<file path="config.mk">
export PLATFORM = sky130hd
export DESIGN_NAME = trace_bram_writer_flat
export DESIGN_NICKNAME = d
export VERILOG_FILES = /design/src/rtl/trace_bram_writer_if.sv /design/src/rtl/trace_bram_writer.sv /design/src/flat_wrapper.sv
export SDC_FILE = /design/constraint.sdc
export NUM_CORES = 1
export LEC_CHECK = 0
export CAP_MARGIN = 15
export CELL_PAD_IN_SITES_DETAIL_PLACEMENT = 1
export CELL_PAD_IN_SITES_GLOBAL_PLACEMENT = 1
export CORE_MARGIN = 1
export CORE_UTILIZATION = 35
export CTS_CLUSTER_SIZE = 25
export DETAILED_ROUTE_END_ITERATION = 10
export PLACE_DENSITY = 0.88
export SKIP_CTS_REPAIR_TIMING = 1
export SYNTH_ARGS = -nofsm -noshare
export SYNTH_HDL_FRONTEND = slang
export SYNTH_SLANG_ARGS = --single-unit
export TNS_END_PERCENT = 1
</file>
<file path="constraint.sdc">
create_clock -name aclk -period 4.7 [get_ports aclk]
set_input_delay 0.47 -clock aclk [delete_from_list [all_inputs] [get_ports aclk]]
set_output_delay 0.47 -clock aclk [all_outputs]
set_load 0.05 [all_outputs]
</file>
<file path="src/rtl/trace_bram_writer_if.sv">
// -----------------------------------------------------------------------------
// trace_bram_writer_if
// Bundles the trace-word stream and the BRAM port-A write bus of the trace
// buffer capture engine.
//   s_tdata / s_tkeep / s_tvalid : trace word from the monitor
//   s_tready                     : accept, driven by the writer
//   bram_addr / bram_din /
//   bram_we / bram_en            : port-A write, driven by the writer
// master : the side that produces trace words and observes the BRAM bus
// slave  : the writer itself
// -----------------------------------------------------------------------------
interface trace_bram_writer_if #(
  parameter int C_DATA_WIDTH = 32,
  parameter int C_ADDR_WIDTH = 6
) ();
  localparam int NUM_BYTES = C_DATA_WIDTH / 8;

  logic [C_DATA_WIDTH-1:0] s_tdata;
  logic [NUM_BYTES-1:0]    s_tkeep;
  logic                    s_tvalid;
  logic                    s_tready;

  logic [C_ADDR_WIDTH-1:0] bram_addr;
  logic [C_DATA_WIDTH-1:0] bram_din;
  logic [NUM_BYTES-1:0]    bram_we;
  logic                    bram_en;

  modport master (
    output s_tdata, s_tkeep, s_tvalid,
    input  s_tready,
    input  bram_addr, bram_din, bram_we, bram_en
  );

  modport slave (
    input  s_tdata, s_tkeep, s_tvalid,
    output s_tready,
    output bram_addr, bram_din, bram_we, bram_en
  );
endinterface

</file>
<file path="src/rtl/trace_bram_writer.sv">
// -----------------------------------------------------------------------------
// trace_bram_writer
// Capture-side write engine of the trace buffer. Accepted trace words are
// written to consecutive word slots of the trace BRAM (port A), either until
// the buffer is full (C_WRAP=0) or circularly (C_WRAP=1). The stream is never
// back-pressured once out of reset; surplus words are dropped and flagged.
// Ports:
//   aclk, aresetn        : clock, asynchronous active-low reset
//   arm / stop / clear   : single-cycle control pulses
//   bus (slave)          : trace stream in, BRAM port-A write out
//   capturing            : state is ARMED
//   word_count / full    : valid words in the buffer (saturating)
//   wrapped / overflow   : sticky overwrite / drop flags
// -----------------------------------------------------------------------------
module trace_bram_writer #(
  parameter int C_DATA_WIDTH = 32,
  parameter int C_DATA_DEPTH = 16,
  parameter int C_ADDR_WIDTH = 6,
  parameter int C_WRAP       = 0,
  localparam int CW          = $clog2(C_DATA_DEPTH) + 1
) (
  input  logic                 aclk,
  input  logic                 aresetn,
  input  logic                 arm,
  input  logic                 stop,
  input  logic                 clear,
  trace_bram_writer_if.slave   bus,
  output logic                 capturing,
  output logic [CW-1:0]        word_count,
  output logic                 full,
  output logic                 wrapped,
  output logic                 overflow
);

  localparam int NUM_BYTES = C_DATA_WIDTH / 8;
  localparam int ADDR_LSB  = $clog2(NUM_BYTES);
  localparam int PW        = $clog2(C_DATA_DEPTH);
  localparam bit WRAP_EN   = (C_WRAP != 0);

  localparam logic [PW-1:0] LAST_PTR  = PW'(C_DATA_DEPTH - 1);
  localparam logic [CW-1:0] DEPTH_CNT = CW'(C_DATA_DEPTH);

  typedef enum logic [1:0] {
    ST_IDLE  = 2'd0,
    ST_ARMED = 2'd1,
    ST_DONE  = 2'd2
  } state_t;

  state_t                  r_state;
  state_t                  w_state_nxt;
  logic [PW-1:0]           r_ptr;
  logic [PW-1:0]           w_ptr_nxt;
  logic [CW-1:0]           r_count;
  logic [CW-1:0]           w_count_nxt;
  logic                    r_full;
  logic                    w_full_nxt;
  logic                    r_wrapped;
  logic                    w_wrapped_nxt;
  logic                    r_overflow;
  logic                    w_overflow_nxt;
  logic                    r_ready;
  logic                    r_capturing;
  logic                    w_beat;
  logic                    w_write;

  logic [C_ADDR_WIDTH-1:0] r_bram_addr;
  logic [C_DATA_WIDTH-1:0] r_bram_din;
  logic [NUM_BYTES-1:0]    r_bram_we;
  logic                    r_bram_en;

  assign w_beat = bus.s_tvalid & r_ready;

  // Next-state, pointer, count and flag logic; clear overrides everything.
  always_comb begin
    w_state_nxt    = r_state;
    w_ptr_nxt      = r_ptr;
    w_count_nxt    = r_count;
    w_wrapped_nxt  = r_wrapped;
    w_overflow_nxt = r_overflow;
    w_write        = 1'b0;

    if (clear) begin
      w_state_nxt    = ST_IDLE;
      w_ptr_nxt      = '0;
      w_count_nxt    = '0;
      w_wrapped_nxt  = 1'b0;
      w_overflow_nxt = 1'b0;
    end else begin
      case (r_state)
        ST_IDLE: begin
          // Beats here are consumed but dropped; stop has no meaning yet.
          if (arm) begin
            w_state_nxt = ST_ARMED;
          end else begin
            w_state_nxt = ST_IDLE;
          end
        end

        ST_ARMED: begin
          if (w_beat) begin
            if (!WRAP_EN && r_full) begin
              // Re-armed on a full stop-mode buffer: nothing left to write.
              w_overflow_nxt = 1'b1;
              w_state_nxt    = ST_DONE;
            end else begin
              w_write = 1'b1;
              // Count saturates; a write on a full circular buffer overwrites.
              if (r_count == DEPTH_CNT) begin
                w_wrapped_nxt = 1'b1;
              end else begin
                w_count_nxt = r_count + CW'(1);
              end
              if (r_ptr == LAST_PTR) begin
                if (WRAP_EN) begin
                  w_ptr_nxt = '0;
                end else begin
                  w_state_nxt = ST_DONE;
                end
              end else begin
                w_ptr_nxt = r_ptr + PW'(1);
              end
            end
          end else begin
            w_write = 1'b0;
          end
          // A filled buffer lands in DONE even when stop arrives with the
          // last beat; otherwise stop returns to IDLE after the write.
          if (stop && (w_state_nxt == ST_ARMED)) begin
            w_state_nxt = ST_IDLE;
          end else begin
            w_state_nxt = w_state_nxt;
          end
        end

        ST_DONE: begin
          if (w_beat) begin
            w_overflow_nxt = 1'b1;
          end else begin
            w_overflow_nxt = r_overflow;
          end
          if (stop) begin
            w_state_nxt = ST_IDLE;
          end else begin
            w_state_nxt = ST_DONE;
          end
        end

        default: begin
          w_state_nxt = ST_IDLE;
        end
      endcase
    end

    w_full_nxt = (w_count_nxt == DEPTH_CNT);
  end

  // Control state and status registers.
  always_ff @(posedge aclk or negedge aresetn) begin
    if (!aresetn) begin
      r_state     <= ST_IDLE;
      r_ptr       <= '0;
      r_count     <= '0;
      r_full      <= 1'b0;
      r_wrapped   <= 1'b0;
      r_overflow  <= 1'b0;
      r_ready     <= 1'b0;
      r_capturing <= 1'b0;
    end else begin
      r_state     <= w_state_nxt;
      r_ptr       <= w_ptr_nxt;
      r_count     <= w_count_nxt;
      r_full      <= w_full_nxt;
      r_wrapped   <= w_wrapped_nxt;
      r_overflow  <= w_overflow_nxt;
      r_ready     <= 1'b1;
      r_capturing <= (w_state_nxt == ST_ARMED);
    end
  end

  // BRAM port-A write registers; address and data hold between writes.
  always_ff @(posedge aclk or negedge aresetn) begin
    if (!aresetn) begin
      r_bram_addr <= '0;
      r_bram_din  <= '0;
      r_bram_we   <= '0;
      r_bram_en   <= 1'b0;
    end else begin
      r_bram_en <= w_write;
      if (w_write) begin
        r_bram_addr <= C_ADDR_WIDTH'(r_ptr) << ADDR_LSB;
        r_bram_din  <= bus.s_tdata;
        r_bram_we   <= bus.s_tkeep;
      end else begin
        r_bram_we   <= '0;
      end
    end
  end

  assign bus.s_tready  = r_ready;
  assign bus.bram_addr = r_bram_addr;
  assign bus.bram_din  = r_bram_din;
  assign bus.bram_we   = r_bram_we;
  assign bus.bram_en   = r_bram_en;

  assign capturing  = r_capturing;
  assign word_count = r_count;
  assign full       = r_full;
  assign wrapped    = r_wrapped;
  assign overflow   = r_overflow;

endmodule

</file>
<file path="src/flat_wrapper.sv">
// flat-port wrapper written by rule: the top's interface ports become plain ports
module trace_bram_writer_flat 
#(
  parameter int C_DATA_WIDTH = 32,
  parameter int C_DATA_DEPTH = 16,
  parameter int C_ADDR_WIDTH = 6,
  parameter int C_WRAP       = 0,
  localparam int CW          = $clog2(C_DATA_DEPTH) + 1
)
  (aclk, aresetn, arm, stop, clear, capturing, word_count, full, wrapped, overflow, bus_s_tdata, bus_s_tkeep, bus_s_tvalid, bus_s_tready, bus_bram_addr, bus_bram_din, bus_bram_we, bus_bram_en);
  trace_bram_writer_if #(.C_DATA_WIDTH(C_DATA_WIDTH), .C_ADDR_WIDTH(C_ADDR_WIDTH)) bus_i ();
  input  logic aclk;
  input  logic aresetn;
  input  logic arm;
  input  logic stop;
  input  logic clear;
  output logic capturing;
  output logic [CW-1:0] word_count;
  output logic full;
  output logic wrapped;
  output logic overflow;
  input wire logic [$bits(bus_i.s_tdata)-1:0] bus_s_tdata;
  input wire logic [$bits(bus_i.s_tkeep)-1:0] bus_s_tkeep;
  input wire logic [$bits(bus_i.s_tvalid)-1:0] bus_s_tvalid;
  output wire logic [$bits(bus_i.s_tready)-1:0] bus_s_tready;
  output wire logic [$bits(bus_i.bram_addr)-1:0] bus_bram_addr;
  output wire logic [$bits(bus_i.bram_din)-1:0] bus_bram_din;
  output wire logic [$bits(bus_i.bram_we)-1:0] bus_bram_we;
  output wire logic [$bits(bus_i.bram_en)-1:0] bus_bram_en;
  assign bus_i.s_tdata = bus_s_tdata;
  assign bus_i.s_tkeep = bus_s_tkeep;
  assign bus_i.s_tvalid = bus_s_tvalid;
  assign bus_s_tready = bus_i.s_tready;
  assign bus_bram_addr = bus_i.bram_addr;
  assign bus_bram_din = bus_i.bram_din;
  assign bus_bram_we = bus_i.bram_we;
  assign bus_bram_en = bus_i.bram_en;
  trace_bram_writer #(.C_DATA_WIDTH(C_DATA_WIDTH), .C_DATA_DEPTH(C_DATA_DEPTH), .C_ADDR_WIDTH(C_ADDR_WIDTH), .C_WRAP(C_WRAP)) u_core (.aclk(aclk), .aresetn(aresetn), .arm(arm), .stop(stop), .clear(clear), .bus(bus_i), .capturing(capturing), .word_count(word_count), .full(full), .wrapped(wrapped), .overflow(overflow));
endmodule
</file>
==> flow_summary.toml <==
[power]
cellInternalPower_w = 0.00115
leakagePower_nw = 1.51
p_sw_frac = 0.341
power_density_nw_per_um2 = 490
switchingPower_w = 0.000593
p_comb_frac = 0.328
p_seq_frac = 0.352
ir_drop_uv = 257
p_clk_frac = 0.320

[sta]
fin_setup_tns_ps = 0
hold_viol_final = 0
slew_violations = 0
holdWs_ps = 283
max_freq_ghz = 0.414
post-route-period-util = 0.514
min_period_ps = 2420
maxSlewHeadroom = 0.523
fin_worst_skew_ps = 5.84
final-setup-viol-count = 0
rsz0062_at_grt = "no"
worst_pin_slew_ps = 715
fin_ws_ps = 2280

[clock_tree]
insertion_delay_ps = 320
clk_path_buf_depth = 2
cts_buffers = 9
cts_sinks = 57
clk_pin_slew_worst_paths_ps = 70
cts_tree = "yes"
root_buffer = "clkbuf_8"
cts-htree-levels = 3

[floorplan]
die_area_um2 = 6940
core_um2 = 6350
rows = 29
pin_count = 95
die_y_um = 83.3
dieWidth_um = 83.3
start_util = 0.365

[place]
portBuffers = 92
place_ws_ps = 1950
place_congestion = 0.731
dpl.cell_count = 333
place_area_um2 = 3300
dp_hpwl_um = 3810

[synth]
avgSynthCellArea_um2 = 13.6
yosysSeqAreaShare = 0.616
synth_largest_area_cell = "dfrtp_1"
synth_seq_cells = 57
yosys_warnings = 0
yosysUniqueCellTypes = 36
netlist_area_um2 = 2310
synth_cells = 170
synth_top_cell_area_share = 0.616
synth.area.top_cells = "dfrtp_1, mux2_2, nor2_1, xnor2_1, ha_1"

[status]
status = "completed"

[route]
first_pass_iters = 4
drc = 0
routed_via_density = 4.79
wl_per_cell_um = 15.9
dr.first_iter.drc_count = 94
vias = 1670
drt_wl_total_um = 5540
ant_nets = 0

[run]
maxCapViolCount = 0

[global_routing]
grt.total_usage = 0.169
grt_pass1_vias = 1865
grt_start_max_net_pins = 58
grt.overflow.total = 0
antenna_found_initial = 0
grt_pass1_wl_um = 9190

[setup_path]
rrSetupSlack_ps = 2410
critical_path_required_ps = 4900
crit_path_max_fanout = 41
worstSetupEndpointType = "flop"
startpoint_type = "primary input"
worstSetupPathType = "in -> reg"
worstPathArrival_ps = 2620

[layout]
nets = 312
final_cells = 349
area_growth_pct = 53.2
layout-drive-gt1-share = 0.206
diodes = 0
fin_area_um2 = 3550

[min_path]
hp-class = "in -> async"
-- worst max-delay path: stages --
cell and delay [ps]:
clkdlybuf4s50_1 490, nand4b_1 490, nor3_4 290, buf_4 470, mux2_2 400
-- cells in the final DEF (no fill, tap or decap), drive strengths merged, types with 2 or more instances in the layout --
cell type / n
and2: 4
buf: 3
conb: 3
nand2: 3
nor2: 13
nand3: 2
a21oi: 5
mux2i: 2
bufinv: 3
clkdlybuf4s50: 91
nor3: 5
dfrtp: 57
ha: 3
o31ai: 2
xnor2: 5
mux2: 36
nand2b: 3
or4: 2
inv: 3
clkbuf: 10
clkinv: 3
-- flip-flops by register name (all words and copies together), names as in the netlist --
name                  cells
u_core.r_ptr              4
u_core.capturing          1
u_core.bus.bram_addr      4
u_core.r_state            2
u_core.bus.bram_din      32
u_core.word_count         5
u_core.bus.s_tready       1
u_core.bus.bram_we        4
u_core.bus.bram_en        1
u_core.wrapped            1
u_core.overflow           1
u_core.full               1
-- per-layer routing --
layer / vias up / share of wire / track usage
met5: - / 0 / 0
met4: 0 / 0.0097 / 0.0517
met3: 8 / 0.066 / 0.0527
met2: 61 / 0.50 / 0.285
met1: 819 / 0.42 / 0.208
li1: 782 / - / -
-- final cells by class --
class	instances	area (µm²)
flip-flops and latches	57	1430
fillers	642	2800
multi-input cells	102	840
clock buffers	10	138
clock inverters	6	105
inverters	3	11.3
well taps	77	96.3
repair buffers	94	931
-- cell usage after synthesis --
library cell,number
o31ai_1,2
nor4_1,1
or3_1,1
nand2b_1,3
and4bb_2,1
mux2_1,3
clkbuf_1,2
ha_1,3
dfrtp_1,57
and3_1,1
nor2_1,13
xnor2_1,5
nor3_1,4
nor4b_1,1
nand4b_1,1
or4_1,2
o32ai_1,1
nor2b_1,1
mux2i_1,2
conb_1,2
a31oi_1,1
nand3_1,2
buf_2,5
nand2_1,3
nor3_2,1
o21ai_0,1
inv_1,3
and2_1,4
o22a_1,1
nand3b_1,1
a21oi_1,3
buf_4,2
and4b_1,1
mux2_2,33
a21oi_2,2
o21bai_1,1
-- worst paths after layout --
check                      cells past startpoint                 endpoint                   start
max in group asynchronous                      2  u_core.bus.bram_din[19]                 aresetn
max reg2reg                                    4  u_core.bus.bram_din[26]       u_core.r_state[1]
min                                            2         u_core.capturing                 aresetn
min reg2reg                                    1   u_core.bus.bram_din[5]  u_core.bus.bram_din[5]
max                                            5  u_core.bus.bram_din[26]            bus_s_tvalid
min in group aclk                              1   u_core.bus.bram_din[5]  u_core.bus.bram_din[5]
-- power groups by stage --
stage          combinational [W]  clock [W]  sequential (W)
2_1_floorplan          0.0000793          0        0.000889
3_3_place_gp            0.000564          0        0.000614
3_5_place_dp            0.000573          0        0.000620
4_1_cts                 0.000576   0.000570        0.000613
5_1_grt                 0.000592   0.000589        0.000622
6_report                0.000570   0.000557        0.000611
-- per-stage QoR --
| step | utilization | power [W] |
|---|---|---|
| after floorplan | - | 0.000969 |
| after global placement | 0.520 | 0.00118 |
| after detailed placement | 0.520 | 0.00119 |
| after CTS | 0.559 | 0.00176 |
| after global routing | 0.559 | 0.00180 |
| final | 0.559 | 0.00174 |
-- kinds of logic (layout without fill, tap and decap cells) --
group | after synthesis | after routing | share of synthesized area
AND/OR/NAND/NOR | 41 | 41 | 0.100
adder cells (fa/ha/maj) | 3 | 3 | 0.0162
AO/OA/AOI/OAI | 12 | 12 | 0.0362
multiplexers | 38 | 38 | 0.184
other | 2 | 3 | 0.00324
buffers and inverters | 12 | 113 | 0.0254
flip-flops | 57 | 57 | 0.616
XOR/XNOR | 5 | 5 | 0.0189
(Power assumes the default switching activity.)
